$ cat src/rtl/imem_pkg.sv
// Shared constants and types for the loadable instruction memory.
// The state and fault-cause encodings are visible on the ports and in the bench.
package imem_pkg;

    localparam logic [31:0] NOP_WORD = 32'h0000_0013;

    typedef enum logic {
        LOAD = 1'b0,
        RUN  = 1'b1
    } state_e;

    typedef enum logic [1:0] {
        NONE       = 2'b00,
        MISALIGNED = 2'b01,
        RANGE      = 2'b10
    } fault_cause_e;

    // Expands a per-lane enable into a 32-bit byte mask.
    function automatic logic [31:0] lane_mask(input logic [3:0] lane_en);
        logic [31:0] mask;
        mask = '0;
        for (int k = 0; k < 4; k++) begin
            mask[8*k +: 8] = {8{lane_en[k]}};
        end
        return mask;
    endfunction

endpackage

$ cat src/rtl/imem_byte_ram.sv
// Byte-lane instruction store: four independent 8-bit lanes with per-lane write
// enables and a registered 32-bit read port that holds its value when idle.
module imem_byte_ram #(
    parameter int unsigned DEPTH_WORDS = 64,
    parameter int unsigned AW          = 6
) (
    input  logic          clk,
    input  logic [3:0]    i_we,
    input  logic [AW-1:0] i_waddr,
    input  logic [7:0]    i_wdata,
    input  logic          i_re,
    input  logic [AW-1:0] i_raddr,
    output logic [31:0]   o_rdata
);

    for (genvar lane = 0; lane < 4; lane++) begin : g_lane
        logic [7:0] r_mem [DEPTH_WORDS];
        logic [7:0] r_q;

        // NOTE: the array has no reset; stale contents are hidden by the loaded-length mask in the top.
        always_ff @(posedge clk) begin
            if (i_we[lane]) begin
                r_mem[i_waddr] <= i_wdata;
            end
            if (i_re) begin
                r_q <= r_mem[i_raddr];
            end
        end

        assign o_rdata[8*lane +: 8] = r_q;
    end

endmodule

$ cat src/rtl/imem_loadable.sv
// Loadable instruction memory: byte-stream image load after reset, then
// word-aligned fetches with a one-cycle registered read and fault reporting.
module imem_loadable
    import imem_pkg::*;
#(
    parameter int unsigned DEPTH_WORDS = 64,
    parameter logic [31:0] NOP_WORD    = imem_pkg::NOP_WORD
) (
    input  logic        clk,
    input  logic        reset,
    input  logic        load_valid,
    input  logic [7:0]  load_byte,
    input  logic        load_done,
    output logic        load_ready,
    output logic        load_overflow,
    input  logic        fetch_req,
    input  logic [31:0] fetch_addr,
    output logic        fetch_ready,
    output logic [31:0] instr,
    output logic        instr_valid,
    output logic        fetch_fault,
    output logic [1:0]  fault_cause
);

    localparam int unsigned CAP_BYTES = 4 * DEPTH_WORDS;
    localparam int unsigned BP_W      = $clog2(CAP_BYTES + 1);
    localparam int unsigned AW        = (DEPTH_WORDS > 1) ? $clog2(DEPTH_WORDS) : 1;
    localparam logic [BP_W-1:0] CAP_BP   = BP_W'(CAP_BYTES);
    localparam logic [31:0]     CAP_ADDR = 32'(CAP_BYTES);

    state_e          r_state;
    state_e          w_state_next;
    logic            r_load_ready;
    logic            r_fetch_ready;
    logic            r_load_overflow;
    logic [BP_W-1:0] r_bp;

    logic            w_load_accept;
    logic            w_byte_wr;
    logic [3:0]      w_we;

    logic            w_fetch_accept;
    fault_cause_e    w_cause;
    logic [31:0]     w_word_base;
    logic [31:0]     w_len;
    logic [3:0]      w_lane_en;

    logic            r_instr_valid;
    logic            r_rsp_fault;
    fault_cause_e    r_rsp_cause;
    logic [3:0]      r_rsp_lane_en;
    logic [31:0]     w_rdata;

    // ---------------- mode FSM ----------------
    always_ff @(posedge clk) begin
        if (reset) begin
            r_state <= LOAD;
        end else begin
            r_state <= w_state_next;
        end
    end

    // NOTE: every always_comb output gets a default first so no path can infer a latch.
    always_comb begin
        w_state_next = r_state;
        if (r_state == LOAD && load_done) begin
            w_state_next = RUN;
        end
    end

    // Handshake flags are registered so both read 0 in the cycle right after reset.
    always_ff @(posedge clk) begin
        if (reset) begin
            r_load_ready  <= 1'b0;
            r_fetch_ready <= 1'b0;
        end else begin
            r_load_ready  <= (w_state_next == LOAD);
            r_fetch_ready <= (w_state_next == RUN);
        end
    end

    // ---------------- image load ----------------
    assign w_load_accept = load_valid && r_load_ready && !reset;
    assign w_byte_wr     = w_load_accept && (r_bp != CAP_BP);
    assign w_we          = w_byte_wr ? (4'b0001 << r_bp[1:0]) : 4'b0000;

    always_ff @(posedge clk) begin
        if (reset) begin
            r_bp            <= '0;
            r_load_overflow <= 1'b0;
        end else begin
            if (w_byte_wr) begin
                r_bp <= r_bp + BP_W'(1);
            end
            if (w_load_accept && (r_bp == CAP_BP)) begin
                r_load_overflow <= 1'b1;
            end
        end
    end

    // ---------------- fetch ----------------
    assign w_fetch_accept = fetch_req && r_fetch_ready && !reset;

    always_comb begin
        w_cause = NONE;
        if (fetch_addr[1:0] != 2'b00) begin
            w_cause = MISALIGNED;
        end else if (fetch_addr >= CAP_ADDR) begin
            w_cause = RANGE;
        end
    end

    // A lane is live only if its byte address lies below the loaded length.
    assign w_word_base = {fetch_addr[31:2], 2'b00};
    assign w_len       = 32'(r_bp);

    always_comb begin
        w_lane_en = '0;
        for (int k = 0; k < 4; k++) begin
            w_lane_en[k] = (w_word_base + 32'(k)) < w_len;
        end
    end

    always_ff @(posedge clk) begin
        if (reset) begin
            r_instr_valid <= 1'b0;
            r_rsp_fault   <= 1'b0;
            r_rsp_cause   <= NONE;
            r_rsp_lane_en <= '0;
        end else begin
            r_instr_valid <= w_fetch_accept;
            if (w_fetch_accept) begin
                r_rsp_fault   <= (w_cause != NONE);
                r_rsp_cause   <= w_cause;
                r_rsp_lane_en <= w_lane_en;
            end
        end
    end

    imem_byte_ram #(
        .DEPTH_WORDS (DEPTH_WORDS),
        .AW          (AW)
    ) u_ram (
        .clk     (clk),
        .i_we    (w_we),
        .i_waddr (r_bp[AW+1:2]),
        .i_wdata (load_byte),
        .i_re    (w_fetch_accept),
        .i_raddr (fetch_addr[AW+1:2]),
        .o_rdata (w_rdata)
    );

    // Unloaded words (lane 0 dead) and faults both return the NOP word.
    assign instr = (r_rsp_fault || !r_rsp_lane_en[0])
                 ? NOP_WORD
                 : (w_rdata & lane_mask(r_rsp_lane_en));

    assign load_ready    = r_load_ready;
    assign load_overflow = r_load_overflow;
    assign fetch_ready   = r_fetch_ready;
    assign instr_valid   = r_instr_valid;
    assign fetch_fault   = r_rsp_fault;
    assign fault_cause   = r_rsp_cause;

endmodule

$ cat config.mk
export PLATFORM = sky130hd
export DESIGN_NAME = imem_loadable
export DESIGN_NICKNAME = d
export VERILOG_FILES = /design/src/rtl/imem_pkg.sv /design/src/rtl/imem_byte_ram.sv /design/src/rtl/imem_loadable.sv
export SDC_FILE = /design/constraint.sdc
export NUM_CORES = 2
export LEC_CHECK = 0
export BUFFER_PORTS_ARGS = -buffer_cell sky130_fd_sc_hd__buf_2
export CAP_MARGIN = 10
export CORE_ASPECT_RATIO = 1.1
export CORE_MARGIN = 4
export CORE_UTILIZATION = 30
export CTS_CLUSTER_DIAMETER = 40
export CTS_CLUSTER_SIZE = 20
export DETAILED_ROUTE_END_ITERATION = 12
export PLACE_DENSITY_LB_ADDON = 0.3
export SYNTH_ARGS = -nofsm -noshare
export SYNTH_HDL_FRONTEND = slang
export SYNTH_SLANG_ARGS = --single-unit
export TNS_END_PERCENT = 1
$ cat constraint.sdc
create_clock -name clk -period 7.3 [get_ports clk]
set_input_delay 1.46 -clock clk [delete_from_list [all_inputs] [get_ports clk]]
set_output_delay 1.46 -clock clk [all_outputs]
set_load 0.1 [all_outputs]
==> impl_metrics.yaml <==
setup_path:
  crit_arrival_ps: 2870
  crit_fanout: 32
  reg2reg_from: "r_bp[2]"
  reg2reg_depth: 4
  start_kind: "flip-flop"
  crit_type: "flip-flop to output pin"
  ff2ff_setup_slack_ps: 3190
  critPathRequiredTime_ps: 5840
  critPathCaptureType: "output pin"
  rr_endpoint: "u_ram.g_lane[3].r_mem[9][1]"
sta:
  fin_hold_ws_ps: 455
  relSlewSlack_pct: 17.4
  setup_viol: 0
  setup_tns_ps: 0
  skew_ps: 56.3
  drv_slew: 0
  tightest_slew_ps: 1240
  fin_crit_ps: 4330
  hold_viol_final: 0
  fin_crit_sh_pct: 59.3
  fmax_mhz: 231
  grt_setup_unrepaired: "no"
run:
  max-cap-violations: 0
routing:
  drc: 0
  first_iter_violations: 4459
  wl_per_cell_um: 29.7
  drt_wl_total_um: 234000
  dr.pass1.iters: 8
  detail-route-antenna-nets: 0
  num_vias: 39883
  vias_per_cell: 5.07
finish:
  multiInputGateArea_um2: 17800
  fill_cells: 25017
  syn2layout_area_growth_pct: 17.1
  drive_above_1_share_pct: 28.0
  seq_area_um2: 62900
  nNetsFinal: 4057
global_routing:
  grt_overflow: 0
  antenna_found_initial: 19
  grt_usage_pct: 16.4
  grt_pass1_wl_um: 329000
  grt_pass1_vias: 40901
  grt_max_degree: 189
clock_tree:
  path_clk_slew_ps: 60
  postCtsResizedCells: 0
  cts_buffers: 284
  postCtsSetupRepairBufs: 0
  worstSkewPairLatency_ps: 920
  cts_max_path_buffers: 4
  cts_tree: "yes"
  cts.htree.levels: 5
  cts_hold_buf: 0
  clock-root-buffer: "clkbuf_16"
  clock_sinks: 2100
logic_synthesis:
  synth_xor_area_share_pct: 0.0641
  synth-seq-cells: 2100
  synth_fa_ha_area_share_pct: 0.183
  synth-edff-count: 2080
  yosys_warnings: 0
  synth_top_family_by_area: "multiplexers"
  ys_types: 47
  synth_fp_nets: 3820
  synthSimpleGateAreaFrac_pct: 2.66
  synth_top_area_share_pct: 76.2
  synth_mux_area_share_pct: 17.0
  syn_area_um2: 82000
  synth_most_common_cell: "edfxtp_1"
  synth_compound_area_share_pct: 1.68
  synth_seq_area_share_pct: 76.7
  postSynth.asyncResetShare_pct: 0
  avgSynthCellArea_um2: 21.8
  synth-main-ff-cell: "edfxtp_1"
  syn_inst: 3763
  synth_top_area_cell: "edfxtp_1"
  synthTopCellsByArea: "edfxtp_1, mux4_2, mux2i_1"
  synthTopCellsByCount: "edfxtp_1, mux4_2, nor2_1, mux2i_1, nand2_1"
placed_design:
  gp_congestion: 0.802
  io_buffers: 83
  dpl.hpwl_um: 141000
power:
  internal_power_uw: 22000
  switching_share_pct: 22.0
  ir_drop_mv: 0.189
  power.density_nw_per_um2: 294
  p_clk_share_pct: 48.8
  power_frac_comb_pct: 4.1
  seqPwrFrac_pct: 47.1
  leakage_uw: 0.0298
  power_switching_uw: 6190
hold_path:
  holdCritPathClass: "flip-flop to flip-flop"
  hold_start: "fault_cause[1]"
  hold_path_depth: 2
  min_to: "fault_cause[1]"
floorplanning:
  dieArea_um2: 282000
  die_w_um: 506
  rows: 201
  initial_core_util_pct: 30.1
  die_h_um: 556
  ios: 84
  design.core.area_um2: 272000
run_status:
  outcome: "complete, no violations"
[sequential cells by signal, summed over array words and instances (netlist names)]
name                cells
u_ram.g_lane.r_q       32
instr_valid             1
fetch_ready             1
u_ram.g_lane.r_mem   2048
fetch_fault             1
load_ready              1
r_rsp_lane_en           4
fault_cause             2
r_bp                    9
load_overflow           1
[metal layers]
metal	vias to the layer above	wire, µm	track usage [%]
met5	-	39	0
met4	8	8340	6.13
met3	378	15700	3.41
met2	1527	117000	27.2
met1	21674	93100	21.1
li1	16296	-	-
[through the flow]
step	total power [µW]	setup WS [ps]	cells	utilization [%]	area, µm²
2_1_floorplan	14200	3760	3763	-	82000
3_3_place_gp	14700	2430	7368	31.8	86500
3_5_place_dp	14700	2440	7368	31.8	86500
4_1_cts	28400	2880	7856	35.2	95900
5_1_grt	29000	2950	7861	35.2	95900
6_report	28200	2970	7874	35.2	95900
[kinds of logic (layout without fill, tap and decap cells)]
family | Yosys count | count (layout)
buffers and inverters | 219 | 658
AOI/OAI and AO/OA | 213 | 213
xor gates and xnor gates | 6 | 6
DFF | 2100 | 2100
muxes | 708 | 708
adders and majority gates | 12 | 12
other | 0 | 18
and+or+nand+nor | 505 | 505
[worst max path at each step]
stage,from,endpoint,slack [ps],depth (start not counted)
finish,fetch_fault,instr[6],2970,4
global route,r_rsp_lane_en[0],instr[12],2950,4
CTS,fetch_fault,instr[31],2880,4
detailed placement,fetch_addr[2],u_ram.g_lane[3].r_q[7],2440,9
global placement,fetch_addr[2],u_ram.g_lane[3].r_q[7],2430,9
floorplan,fetch_fault,instr[4],3760,3
[critical path, stage by stage, from the launching register on]
cell and delay, ps:
dfxtp_1 350, nor2b_4 110, buf_4 410, and2_1 500, buf_2 520
[placed cells by master (no fill, tap or decap), types with 25 or more instances in the layout]
| cell type | n |
|---|---|
| inv_6 | 32 |
| buf_4 | 57 |
| and3_1 | 25 |
| clkinv_2 | 29 |
| mux2i_1 | 159 |
| edfxtp_1 | 2080 |
| a21oi_1 | 68 |
| buf_2 | 70 |
| a22oi_1 | 46 |
| clkinv_4 | 29 |
| nor2_1 | 292 |
| nor3_1 | 26 |
| a211oi_1 | 31 |
| mux4_2 | 548 |
| bufinv_16 | 25 |
| clkbuf_16 | 291 |
| nor2b_1 | 32 |
| nand2_1 | 83 |
[final cells by class]
type                    instances  share of cell area (%)
diodes                         18                  0.0469
clock buffers                 307                    7.65
clock inverters               181                    2.11
inverters                      14                  0.0548
multi-input cells            1444                    18.5
flip-flops and latches       2100                    65.5
well taps                    3654                    4.77
repair buffers                156                    1.34
[power by group through the flow]
stage          clock (µW)  sequential, µW  combinational (µW)
5_1_grt             14500           13300                1210
3_3_place_gp            0           13500                1160
3_5_place_dp            0           13500                1160
2_1_floorplan           0           13500                 641
4_1_cts             14000           13300                1170
6_report            13800           13300                1150
Note: power is estimated with default switching activity, not from simulation.
